**src/rtl/shift_add_multiplier.sv**
```systemverilog
// Sequential shift-add multiplier: one ADD/SHIFT pair per multiplier bit, product left in X:A:B.
// SIGNED=1 runs a two's-complement multiply by subtracting the multiplicand on the last bit.
module shift_add_multiplier #(
  parameter int WIDTH  = 8,
  parameter bit SIGNED = 1'b1
) (
  input  logic             Clk,
  input  logic             Reset,
  input  logic             Run,
  input  logic             ClearA_LoadB,
  input  logic [WIDTH-1:0] S,
  output logic [WIDTH-1:0] Aval,
  output logic [WIDTH-1:0] Bval,
  output logic             X,
  output logic             Busy,
  output logic             Done
);
  localparam int KW = (WIDTH > 2) ? $clog2(WIDTH) : 1;
  localparam logic [KW-1:0] KLAST = KW'(WIDTH - 1);

  typedef enum logic [1:0] {IDLE, ADD, SHIFT, DONE} state_t;

  state_t           state, state_nxt;
  logic [WIDTH-1:0] a_r, a_nxt, b_r, b_nxt;
  logic             x_r, x_nxt;
  logic [KW-1:0]    k_r, k_nxt;
  logic [WIDTH:0]   a_ext, s_ext, sum;

  // Sign-extended add; the weight of the multiplier's top bit is negative, hence the subtract.
  always_comb begin
    a_ext = SIGNED ? {a_r[WIDTH-1], a_r} : {1'b0, a_r};
    s_ext = SIGNED ? {S[WIDTH-1], S}     : {1'b0, S};
    sum   = (SIGNED && (k_r == KLAST)) ? (a_ext - s_ext) : (a_ext + s_ext);
  end

  always_comb begin
    state_nxt = state;
    a_nxt     = a_r;
    b_nxt     = b_r;
    x_nxt     = x_r;
    k_nxt     = k_r;
    case (state)
      IDLE: begin
        if (ClearA_LoadB) begin
          a_nxt = '0;
          x_nxt = 1'b0;
          b_nxt = S;
        end else if (Run) begin
          a_nxt     = '0;
          x_nxt     = 1'b0;
          k_nxt     = '0;
          state_nxt = ADD;
        end
      end
      ADD: begin
        if (b_r[0]) {x_nxt, a_nxt} = sum;
        state_nxt = SHIFT;
      end
      SHIFT: begin
        b_nxt = {a_r[0], b_r[WIDTH-1:1]};
        a_nxt = {x_r, a_r[WIDTH-1:1]};
        x_nxt = SIGNED ? x_r : 1'b0;
        if (k_r == KLAST) begin
          state_nxt = DONE;
        end else begin
          k_nxt     = k_r + 1'b1;
          state_nxt = ADD;
        end
      end
      DONE: begin
        // Run must drop before another multiply can start.
        if (!Run) state_nxt = IDLE;
      end
      default: state_nxt = IDLE;
    endcase
  end

  always_ff @(posedge Clk) begin
    if (Reset) begin
      state <= IDLE;
      a_r   <= '0;
      b_r   <= '0;
      x_r   <= 1'b0;
      k_r   <= '0;
    end else begin
      state <= state_nxt;
      a_r   <= a_nxt;
      b_r   <= b_nxt;
      x_r   <= x_nxt;
      k_r   <= k_nxt;
    end
  end

  assign Aval = a_r;
  assign Bval = b_r;
  assign X    = x_r;
  assign Busy = (state == ADD) || (state == SHIFT);
  assign Done = (state == DONE);
endmodule

```
**config.mk**
```make
export PLATFORM = sky130hd
export DESIGN_NAME = shift_add_multiplier
export DESIGN_NICKNAME = d
export VERILOG_FILES = /design/src/rtl/shift_add_multiplier.sv
export SDC_FILE = /design/constraint.sdc
export NUM_CORES = 1
export LEC_CHECK = 0
export ABC_AREA = 1
export BUFFER_PORTS_ARGS = -buffer_cell sky130_fd_sc_hd__clkbuf_2
export CORE_UTILIZATION = 25
export CTS_BUF_LIST = sky130_fd_sc_hd__clkbuf_2 sky130_fd_sc_hd__clkbuf_4 sky130_fd_sc_hd__clkbuf_8
export CTS_CLUSTER_DIAMETER = 80
export DETAILED_ROUTE_END_ITERATION = 16
export MAX_ROUTING_LAYER = met4
export PLACE_DENSITY_LB_ADDON = 0.12
export SLEW_MARGIN = 20
export SYNTH_ARGS = -nofsm -noshare
export SYNTH_HDL_FRONTEND = slang
export SYNTH_SLANG_ARGS = --single-unit
```
**constraint.sdc**
```tcl
create_clock -name Clk -period 4.05 [get_ports Clk]
set_input_delay 1.0125 -clock Clk [delete_from_list [all_inputs] [get_ports Clk]]
set_output_delay 1.0125 -clock Clk [all_outputs]
set_load 0.01 [all_outputs]
```
==> results, run 1 <==
- Power spread over the standard cell area amounts to 524 nW/um^2.
- Entering global routing, the biggest net connects 22 pins.
- In this run the worst path has a maximum fanout of 6.
- Setup repair after global routing left no endpoint under its margin.
- Clock latency on the worst-skew pair, taken at its later pin, is approximately 270 ps.
- The area growth from synthesis to layout is 17.1%.
- The number of hold violations in the final report is 0.
- The kind of end point of the critical path is a flip-flop.
- The gate family responsible for the most delay along the worst path is simple AND/OR/NAND/NOR gates.
- For the worst setup path, the data required time is 4250 ps.
- The first global-routing pass estimated 7360 um of wire.
- Traced cell by cell, the critical path runs through clkbuf_2 -> inv_1 -> ha_1 -> nand2_1 -> nor2_1 -> nor2_1 -> a21oi_1 -> xnor2_1 -> inv_1 -> ha_1 -> nand2_1 -> inv_1 -> a21oi_1 -> nand2_1 -> nand2_1 -> nand3_1 -> nand2_1 -> nand2_1 -> a21oi_1.
- The total count of max-transition violations in the final report is 0.
- After filler insertion, the fill cell instance count of the layout stands at 734.
- The classification of the worst-slack hold path is reg -> reg.
- The distinct cell type count after synthesis is 28.
- The top flip-flop cell by instance count after synthesis is sky130_fd_sc_hd__dfxtp_1.
- The summed area of non-filler cells in the final layout is 1980 um^2.
- The die footprint is slightly above 7000 um^2.
- The kind of launch point of the worst setup path is an input port.
- The post-synthesis sequential area ratio is 0.260.
- Counting flops with an async set or reset pin after synthesis yields a share of 0.
- Data arrives at the worst endpoint at 3020 ps.
- The die extent in x is 84.3 um.
- The number of placed instances, taps included, is 363.
- The netlist area before placement is 1690 um^2.
- The initial detailed-routing violation count is 45.
- The most frequent standard cell in the layout excluding fill and tap cells is sky130_fd_sc_hd__nand2_1.
- The post-placement cell area is 1910 um^2.
- The number of nets in the synthesized netlist is roughly 290.
- The total of endpoints with negative setup slack in the final report is 0.
- The number of buffers between clock root and the deepest sink is 2.
- Buffers inserted during clock tree synthesis total 3.
- The initial utilization of the core area, before any placement, comes to 0.262.
- The peak supply drop is between 0.0002 and 0.00025 V.
- At the end of the flow the core is filled with cells to 0.307.
- Summed over all failing endpoints, the final setup total negative slack is 0 ps.
- The final critical-path share of the clock period is 0.696.
- Port buffering added 30 buffers.
- The first-pass iteration count of the detailed router is 4.
- The number of buffers and inverters on the critical path is 4.
- Measured against its own limit, the worst slew margin works out to 0.325.
- The aggregate global-route resource usage is 0.134.
- The worst path in the final design needs a cycle of 2820 ps, including I/O delays and setup.
- Dividing the detail-routed via count by the number of cells gives ~4.6.
- The number of standard cells after synthesis is ~260.
- The number of setup buffers added after CTS is 0.
- The synthesized area per cell is 6.47 um^2.
- TritonCTS built the clock tree.
- Detailed placement finished with a half-perimeter wire length of 3470 um.
- The highest-delay cell along the critical path is sky130_fd_sc_hd__ha_1.
- The highest clock rate is 355 MHz.
- The leakage power total is about 1 nW.
- The final instance count without filler cells is ~370.
- In this run the core area contains 29 standard-cell rows.
- The repair_antennas step left the layout with diodes totalling 0.
- In the layout the commonest cells are 86 x sky130_fd_sc_hd__nand2_1, 32 x sky130_fd_sc_hd__inv_1, 30 x sky130_fd_sc_hd__clkbuf_2.
- During synthesis, Yosys emitted a total of 0 warnings.
- For this run, design rule violations remaining after detail routing come to 0.
- Yosys mapped a number of flops with a built-in enable equal to 0.
- The clock drives 22 sinks.
- The number of antenna violations at the first check in global routing is 0.
- In this run the standard cell core region covers 6460 um^2.
- Max-cap violations in this run came to 0.
- The overall routed net length is roughly 4500 um.
- The total of flip-flops plus latches after synthesis is 22.
- The library cell appearing most often on the critical path is sky130_fd_sc_hd__nand2_1.
- The detailed router placed 1689 vias in this run.
- Dividing the detail-routed wire length by the instance count gives 12.3 um.
- The net count of the finished layout is 320.
- The via count of the first global-routing pass is around 1500.
- The final clock skew is 2.49 ps.
- The die span in y is 84.3 um.
- CTS built an H-tree with a depth of 1.
- The number of hold buffers added after CTS was 0.
- The flow ran to the end, and the final reports show no timing, DRC or antenna violations.
- Of the cells placed in the final design, the portion with a size suffix greater than 1 is 0.141.
- The count of instances resized after the clock tree is built is 0.
- After clock tree synthesis, the clock-pin slew on the worst setup and hold paths is 90 ps.
- The delay contributed by the slowest stage of the critical path is between 300 and 400 ps.
- The congestion estimate from routability-driven global placement came to slightly above 0.8.
- The classification of the worst setup path is in -> reg.
- The buffer type at the clock tree root is sky130_fd_sc_hd__clkbuf_8.
- Once detail routing completed, the nets flagged for antenna violations numbered 0.
- The measured slew at the worst slew-check pin is 1010 ps.
- The register-to-register setup slack is between 1500 and 2000 ps.
- Global routing finished with a remaining overflow of 0.
- During I/O placement, the number of pins put on the boundary was 31.
report_power, final:
part,internal [mW],switching [mW],total [mW]
combinational,0.172,0.327,0.498
sequential,0.274,0.0518,0.326
clock,0.132,0.0817,0.214
worst reg2reg max path: cells and delay by family, from the launching register on:
kind | cells | cell delay [ps]
fa+ha+maj | 3 | 760
simple gates | 8 | 820
compound gates | 3 | 370
buf+inv | 1 | 150
flops | 1 | 360
layout make-up:
type                    instances  area (um^2)  share of cell area
clock buffers                   3         41.3              0.0208
clock inverters                 1         30.0              0.0151
inverters                      34          128              0.0644
multi-input cells             199         1090               0.550
flip-flops and latches         22          440               0.222
well taps                      77         96.3              0.0486
repair buffers                 31          158              0.0795
flip-flops by register name, indices dropped and copies added, names as in the netlist:
name / flops
k_r: 3
X: 1
state: 2
Bval: 8
Aval: 8
path summary, 6_finish.rpt:
check / cells past startpoint / from / to
min: 2 / k_r[1]$_SDFFE_PP0P_ / k_r[1]$_SDFFE_PP0P_
min reg2reg: 2 / k_r[1]$_SDFFE_PP0P_ / k_r[1]$_SDFFE_PP0P_
max: 19 / S[0] / Aval[7]$_SDFFE_PP0P_
max reg2reg: 15 / k_r[0]$_SDFFE_PP0P_ / Aval[5]$_SDFFE_PP0P_
cells in the mapped netlist, types with 3 or more instances:
| cell | instances | area [um^2] |
|---|---|---|
| sky130_fd_sc_hd__xor2_1 | 3 | 26.3 |
| sky130_fd_sc_hd__a21oi_1 | 19 | 95.1 |
| sky130_fd_sc_hd__a31oi_1 | 9 | 56.3 |
| sky130_fd_sc_hd__nand3_1 | 19 | 95.1 |
| sky130_fd_sc_hd__dfxtp_1 | 22 | 440 |
| sky130_fd_sc_hd__o21ai_0 | 17 | 85.1 |
| sky130_fd_sc_hd__xnor2_1 | 3 | 26.3 |
| sky130_fd_sc_hd__nand3b_1 | 4 | 30.0 |
| sky130_fd_sc_hd__inv_1 | 32 | 120 |
| sky130_fd_sc_hd__nor2_1 | 11 | 41.3 |
| sky130_fd_sc_hd__ha_1 | 16 | 200 |
| sky130_fd_sc_hd__clkbuf_1 | 3 | 11.3 |
| sky130_fd_sc_hd__nand2_1 | 86 | 323 |
layer usage:
metal | GRT usage | up-vias | part of all wire
met5 | - | - | 0
met4 | 0.0439 | 0 | 0.015
met3 | 0.0177 | 6 | 0.029
met2 | 0.214 | 25 | 0.45
met1 | 0.174 | 749 | 0.50
li1 | - | 909 | -
logic make-up after synthesis:
family	after synthesis	synth area share
XOR/XNOR	6	0.0310
flip-flops	22	0.260
buffers and inverters	41	0.0967
adder cells (fa/ha/maj)	17	0.130
AO/OA/AOI/OAI	48	0.157
AND/OR/NAND/NOR	128	0.326
through the flow:
step                      worst slack, ps  power [mW]  hold WS (ps)
after global routing                 1030        1.13           489
after detailed placement              938       0.839           464
after CTS                            1220        1.06           477
after floorplan                      1230       0.688           443
final                                1230        1.04           475
after global placement                961       0.840           471
(Power assumes the default switching activity.)
==> run 2: changes to the inputs <==
- clock period: 4.05 -> 2.8 ns (I/O delays scaled with it)
==> results, run 2 (synthesis gave the netlist of run 1 again) <==
- Dividing the final minimum period by the clock period gives 0.892.
- The sequential cell area is 440 um^2.
- TritonCTS built the clock tree.
- Once detail routing completed, the nets flagged for antenna violations numbered 0.
- For this design, the sink count on the clock tree is 22.
- Buffers placed on the I/O ports in this run total 30.
- Final hold analysis gives a worst-case slack of 481 ps.
- The first-pass GRT wire length is 7560 um.
- For the final routed database, the setup TNS stands at 0 ps.
- The met1 capacity usage during global routing is 0.175.
- The fraction of layout instances using a drive strength above 1 is 0.156.
- The H-tree depth is 1.
- The maximum number of pins on one net before global-route repair is 17.
- For this run, design rule violations remaining after detail routing come to 0.
- Clock tree synthesis inserted a total of 3 buffers.
- The initial standard-cell utilization of the core is 0.262.
- The fill cell total of the finished layout is 745.
- The area growth from synthesis to layout is 19.0%.
- For the worst setup path, the data required time is 3010 ps.
- The overall routed net length is approximately 4600 um.
- In this run the worst path has a maximum fanout of 6.
- The final period demand of the worst path is 2500 ps.
- The run finished with clean final reports.
- The via density per instance is 4.67.
- Summed over all cells, the static leakage comes to 1.01 nW.
- The detailed-placement wirelength estimate is about 3600 um.
- Across the run, the number of max-cap violations was 0.
- The library cell used most frequently in the layout, excluding fill and tap cells, is sky130_fd_sc_hd__nand2_1.
- The delay contributed by the slowest stage of the critical path is around 340 ps.
- The total count of max-transition violations in the final report is 0.
- The number of instances in the placed design is 367.
- The highest clock rate is 400 MHz.
- The power per unit of standard cell area is 758 nW/um^2.
- The critical path in this run is classified as in -> reg.
- Across the routed clock network, the largest skew measured is 1.84 ps.
- The highest-delay cell along the critical path is sky130_fd_sc_hd__ha_1.
- The antenna diode instance count is 0.
- The data arrival at the endpoint of the critical path is 2700 ps.
- Walking the worst path, the cells encountered are clkbuf_2 -> inv_1 -> ha_1 -> nand2_1 -> nor2_1 -> nor2_1 -> a21oi_1 -> xnor2_1 -> inv_1 -> ha_1 -> nand2_1 -> inv_1 -> a21oi_1 -> nand2_1 -> nand2_1 -> nand3_1 -> nand2_1 -> nand2_1 -> a21oi_1.
- 31 I/O pins were placed.
- The final instance count without filler cells is about 370.
- The buffer type at the clock tree root is sky130_fd_sc_hd__clkbuf_8.
- The final RePlAce weighted congestion is 0.776.
- The floorplan has 29 rows.
- The kind of launch point of the worst setup path is an input port.
- The number of hold violations in the final report was 0.
- IR analysis of the VDD net gives a maximum drop of 0.000293 V.
- In the final routed layout, each cell accounts on average for 12.3 um.
- The pre-antenna-repair detailed-routing pass consisted of 4 iterations.
- The relative max-transition margin is 0.615.
- The tightest min-delay check is of the reg -> reg type.
- The global routing's busiest layer is met2.
- The number of buffers between clock root and the deepest sink is 2.
- The via count of the routed design is around 1700.
- The number of antenna violations at the first check in global routing came to 0.
- The via count of the first global-routing pass is 1625.
- Setup violations remaining at the end of the flow were counted as 0.
- After clock tree synthesis, the clock-pin slew on the worst setup and hold paths is 90 ps.
- The worst setup path is captured at a flip-flop.
- The die span in y is 84.3 um.
- At the pin with the least slew margin, the transition time is 578 ps.
- The net count of the finished layout is around 320.
- The first routing iteration left 47 violations.
- By instance count, the cell type seen most on the critical path is sky130_fd_sc_hd__nand2_1.
- Setup repair after global routing left no endpoint under its margin.
- The library cells used most frequently in the layout, excluding fill and tap cells, are 86 x sky130_fd_sc_hd__nand2_1, 32 x sky130_fd_sc_hd__inv_1, 30 x sky130_fd_sc_hd__clkbuf_2.
- The met3 layer usage reported by global route is 0.0167.
- For this run, the total global-route usage over all layers was measured as 0.137.
- The post-route core utilization is 0.312.
- Measured along the x axis, the die boundary spans roughly 84 um.
- In the global route stage, met2 resource usage came out at 0.226.
- The clock latency on the worst-skew pair is 270 ps.
- The region available for standard cell placement spans around 6500 um^2.
- In this run, post-CTS hold repair placed 0 buffers.
- The die covers between 7000 and 8000 um^2.
- Summing all multi-input logic gate instances after layout gives 1090 um^2.
- After global routing the overflow that remains totals 0.
- The overall power of the completed layout is roughly 1.5 mW.
==> run 2: per-layer routing <==
metal,vias to the layer above,routed length (um)
li1,917,-
met4,0,51
met1,781,2280
met5,-,0
met3,5,123
met2,28,2120
==> run 2: worst max-delay path: cells and delay by family <==
family | cells | cell delay, ps
adders and majority gates | 2 | 500
buffers and inverters | 4 | 270
and+or+nand+nor | 9 | 680
AOI/OAI and AO/OA | 3 | 440
xor gates and xnor gates | 1 | 130
==> run 2: path summary, 6_finish.rpt <==
| path | start | endpoint | slack [ps] | depth (start not counted) |
|---|---|---|---|---|
| setup reg to reg | k_r[0]$_SDFFE_PP0P_ | Aval[5]$_SDFFE_PP0P_ | 350 | 14 |
| setup / recovery | S[1] | Aval[7]$_SDFFE_PP0P_ | 300 | 19 |
| hold / removal | k_r[2]$_SDFFE_PP0P_ | k_r[2]$_SDFFE_PP0P_ | 480 | 2 |
| hold reg to reg | k_r[2]$_SDFFE_PP0P_ | k_r[2]$_SDFFE_PP0P_ | 480 | 2 |
==> run 2: where the power goes <==
| group | internal, mW | switching [mW] |
|---|---|---|
| Clock | 0.191 | 0.122 |
| Sequential | 0.397 | 0.0744 |
| Combinational | 0.265 | 0.478 |
| Total | 0.853 | 0.674 |
==> run 2: layout make-up <==
class	count	share of cell area
Timing Repair Buffer	35	0.0931
Inverter	34	0.0633
Tap cell	77	0.0478
Multi-Input combinational cell	199	0.542
Clock inverter	1	0.0149
Clock buffer	3	0.0205
Sequential cell	22	0.218
==> run 2: through the flow <==
stage          setup slack (ps)  instance area (um^2)
5_1_grt                    79.2                  2020
2_1_floorplan               294                  1690
6_report                    303                  2020
3_5_place_dp               3.94                  1940
3_3_place_gp               23.5                  1940
4_1_cts                     210                  2010
==> run 2: repair_timing <==
item,CTS,global route
setup endpoints to repair,0,2
gates resized for setup,0,1
buffers inserted,0,0
==> run 3: changes to the inputs <==
- ABC_AREA: 1 -> default
==> results, run 3 <==
- The flow ran to the end, and the final reports show no timing, DRC or antenna violations.
- Dividing the detail-routed wire length by the instance count gives 13.3 um.
- Entering global routing, the biggest net connects 22 pins.
- The number of setup buffers added after CTS is 0.
- Counting flops with an async set or reset pin after synthesis yields a share of 0.
- The data required time at the worst endpoint is roughly 3000 ps.
- The first-pass GRT wire length is 6520 um.
- At the pin with the least slew margin, the transition time is 503 ps.
- The largest family of logic cells by synthesized area is compound AO/OA/AOI/OAI gates.
- The worst hold margin is 479 ps.
- The sequential cell area is 440 um^2.
- The via count of the first global-routing pass is 1346.
- The number of buffers between clock root and the deepest sink is 2.
- Of the post-synthesis cell area, the dominant cell type holds 0.272.
- The final net count is 261.
- The number of max-capacitance violations reported is 0.
- Measured along the x axis, the die boundary spans 82.4 um.
- Of the available clock period, the critical path in the final layout requires 0.912.
- The overall routed net length is 4080 um.
- In this run the tightest slew margin relative to its limit is 0.665.
- The area used by multi-input combinational logic is around 1100 um^2.
- The distinct cell type count after synthesis is 41.
- The endpoint identified for the worst register-to-register timing path is X$_SDFFE_PP0P_.
- The count of instances resized after the clock tree is built is 0.
- The total of flip-flops plus latches after synthesis is 22.
- The number of hold violations in the final report is 0.
- The startpoint identified for the worst register-to-register timing path is k_r[0]$_SDFFE_PP0P_.
- The post-synthesis compound-gate area fraction is 0.207.
- After detailed routing, the number of remaining DRC violations is 0.
- At the worst endpoint, the arrival time is 2740 ps.
- The number of CTS-inserted buffers is 3.
- In this run, post-CTS hold repair placed 0 buffers.
- VDD sags by at most 0.000194 V.
- Ranked by total cell area, the synthesized netlist is headed by sky130_fd_sc_hd__dfxtp_1 27%, sky130_fd_sc_hd__ha_1 12%, sky130_fd_sc_hd__mux2i_1 6.2%.
- The die is approximately 82 um tall.
- The count of flip-flops with a built-in enable after synthesis is 0.
- TritonCTS built the clock tree.
- After clock tree synthesis, the clock-pin slew on the worst setup and hold paths is 90 ps.
- CTS placed an instance of sky130_fd_sc_hd__clkbuf_8 at the clock tree root.
- The remaining antenna violation count after routing is 0.
- After the first detailed-routing iteration, the DRC count stood at 43.
- The final clock skew is 2.38 ps.
- The die covers just under 7000 um^2.
- The critical path capture point is X$_SDFFE_PP0P_.
- The cell taking the most area after synthesis is sky130_fd_sc_hd__dfxtp_1.
- Of the total synthesized cell area, the portion taken by AND, OR, NAND and NOR gates is 0.185.
- Using the TritonRoute via totals, the vias-per-cell ratio works out to just under 5.
- The kind of launch point of the worst setup path is an input port.
- The number of standard cells after synthesis is ~200.
- Row generation in the floorplan step produced 28 rows.
- Detailed placement ended at an HPWL of 3190 um.
- The mux contribution to synthesized area is 0.0689.
- The synthesized area per cell is 8.21 um^2.
- At the later pin of the worst-skew pair, clock insertion delay measures roughly 270 ps.
- For this run, the detailed router's first-pass iteration total came to 4.
- The final period demand of the worst path is 2550 ps.
- The top flip-flop cell by instance count after synthesis is sky130_fd_sc_hd__dfxtp_1.
- The classification of the worst setup path is in -> reg.
- The overall power of the completed layout is 1.18 mW.
- The number of port buffers is 30.
- In this run the worst hold path is classified as reg -> reg.
- The kind of end point of the critical path is a flip-flop.
- For this run the aggregate overflow at the end of global routing stands at 0.
- The worst reg2reg path depth is 11.
- The aggregate global-route resource usage is 0.132.
- The number of antenna violations at the first check in global routing is 0.
- The highest clock rate is 392 MHz.
- Setup repair after global routing left no endpoint under its margin.
- The most frequent standard cell in the layout excluding fill and tap cells is sky130_fd_sc_hd__clkbuf_2.
- The post-synthesis sequential area ratio is 0.272.
- Of the total synthesized cell area, the portion taken by XOR and XNOR cells is 0.0704.
- The routed layout has 1469 vias.
- The antenna diode instance count is 0.
- Fill cells in the final layout number 656.
- After synthesis, the most frequently instantiated cells are 22 x sky130_fd_sc_hd__dfxtp_1, 22 x sky130_fd_sc_hd__nor2_1, 18 x sky130_fd_sc_hd__a21oi_1, 16 x sky130_fd_sc_hd__ha_1.
- The number of instances in the placed design is approximately 300.
- Leaving out fill and tap cells, the most frequent cells in the layout are 30 x sky130_fd_sc_hd__clkbuf_2, 22 x sky130_fd_sc_hd__dfxtp_1, 22 x sky130_fd_sc_hd__nor2_1.
- For this design the ratio of total power to cell area is 605 nW/um^2.
- The netlist area before placement is 1620 um^2.
- The source of the critical timing path is S[1].
- After floorplanning, the core was sized to cover 6060 um^2.
- The maximum fanout encountered on the critical timing path is 5.
- The area growth from synthesis to layout is 20.3%.
- The finished layout holds 306 standard cells, fillers aside.
- The final RePlAce weighted congestion is between 0.8 and 0.9.
- For this design the static power due to leakage is 0.831 nW.
- The number of nets in the synthesized netlist is 226.
- The adder-cell area share of the yosys netlist is 0.136.
- The H-tree depth is 1.
- The total count of max-transition violations in the final report came to 0.
- The fraction of layout instances using a drive strength above 1 is 0.199.
- The number of ports placed on the die boundary is 31.
- The total of endpoints with negative setup slack in the final report is 0.
- The sink count of the clock tree is 22.
- For this run, the number of Yosys warnings is 0.
- The initial standard-cell utilization of the core is 0.267.
- Setup slack on the worst reg-to-reg path comes out at about 330 ps.
-- run 3: changes by cell type in the layout (fill, tap and decap cells not counted), sizes merged, moves of 3 or more --
cell,change
nand2,-77
inv,-20
a211oi,+10
mux2i,+10
o21ai,-9
nor2,+8
a31oi,-7
nand3,-6
xnor2,+6
nand3b,-4
nor3,+4
buf,+3
nand2b,+3
nor2b,+3
-- run 3: metal layers --
layer	up-vias	part of all wire	routed length, um	track usage
li1	774	-	-	-
met3	2	0.042	173	0.0187
met1	666	0.53	2150	0.185
met2	27	0.42	1730	0.194
met4	0	0.0059	24	0.0368
met5	-	0	0	-
-- run 3: per-stage QoR --
stage	util	instance area (um^2)	setup TNS [ps]	setup WS, ps
4_1_cts	0.321	1940	0	226
6_report	0.321	1940	0	247
2_1_floorplan	-	1620	0	275
5_1_grt	0.321	1940	0	6.09
3_3_place_gp	0.309	1870	-84.9	-84.9
3_5_place_dp	0.309	1870	-52.1	-52.1
-- run 3: layout make-up --
type,instances,area share
clock inverters,1,0.0154
clock buffers,3,0.0212
repair buffers,38,0.108
multi-input cells,154,0.555
inverters,13,0.0251
well taps,75,0.0483
flip-flops and latches,22,0.227
-- run 3: where the power goes --
| part | internal, mW | total (mW) | switching (mW) |
|---|---|---|---|
| Sequential | 0.355 | 0.398 | 0.0434 |
| Clock | 0.191 | 0.313 | 0.122 |
| Combinational | 0.190 | 0.464 | 0.274 |
-- run 3: critical path, stage by stage --
cell and delay, ps:
sky130_fd_sc_hd__clkbuf_2 90, sky130_fd_sc_hd__buf_4 140, sky130_fd_sc_hd__nor4_1 400, sky130_fd_sc_hd__a21oi_1 150, sky130_fd_sc_hd__xnor2_1 150, sky130_fd_sc_hd__ha_1 340
sky130_fd_sc_hd__o21ai_0 200, sky130_fd_sc_hd__nand2b_1 70, sky130_fd_sc_hd__a31oi_1 200, sky130_fd_sc_hd__xnor2_1 110, sky130_fd_sc_hd__o31ai_1 180
-- run 3: worst min path at each step --
| stage | from | endpoint | slack, ps | cells past startpoint |
|---|---|---|---|---|
| after floorplan | k_r[1]$_SDFFE_PP0P_ | k_r[1]$_SDFFE_PP0P_ | 450 | 2 |
| after global placement | k_r[2]$_SDFFE_PP0P_ | k_r[2]$_SDFFE_PP0P_ | 470 | 2 |
| after detailed placement | k_r[1]$_SDFFE_PP0P_ | k_r[1]$_SDFFE_PP0P_ | 470 | 2 |
| after CTS | k_r[1]$_SDFFE_PP0P_ | k_r[1]$_SDFFE_PP0P_ | 480 | 2 |
| after global routing | k_r[1]$_SDFFE_PP0P_ | k_r[1]$_SDFFE_PP0P_ | 540 | 2 |
| final | k_r[1]$_SDFFE_PP0P_ | k_r[1]$_SDFFE_PP0P_ | 480 | 2 |
-- run 3: cell families (layout without fill, tap and decap cells) --
| group | Yosys count | in the layout |
|---|---|---|
| multiplexers | 11 | 11 |
| AND/OR/NAND/NOR | 60 | 60 |
| adder cells (fa/ha/maj) | 17 | 17 |
| AO/OA/AOI/OAI | 53 | 53 |
| buffers and inverters | 21 | 55 |
| XOR/XNOR | 13 | 13 |
| flip-flops | 22 | 22 |
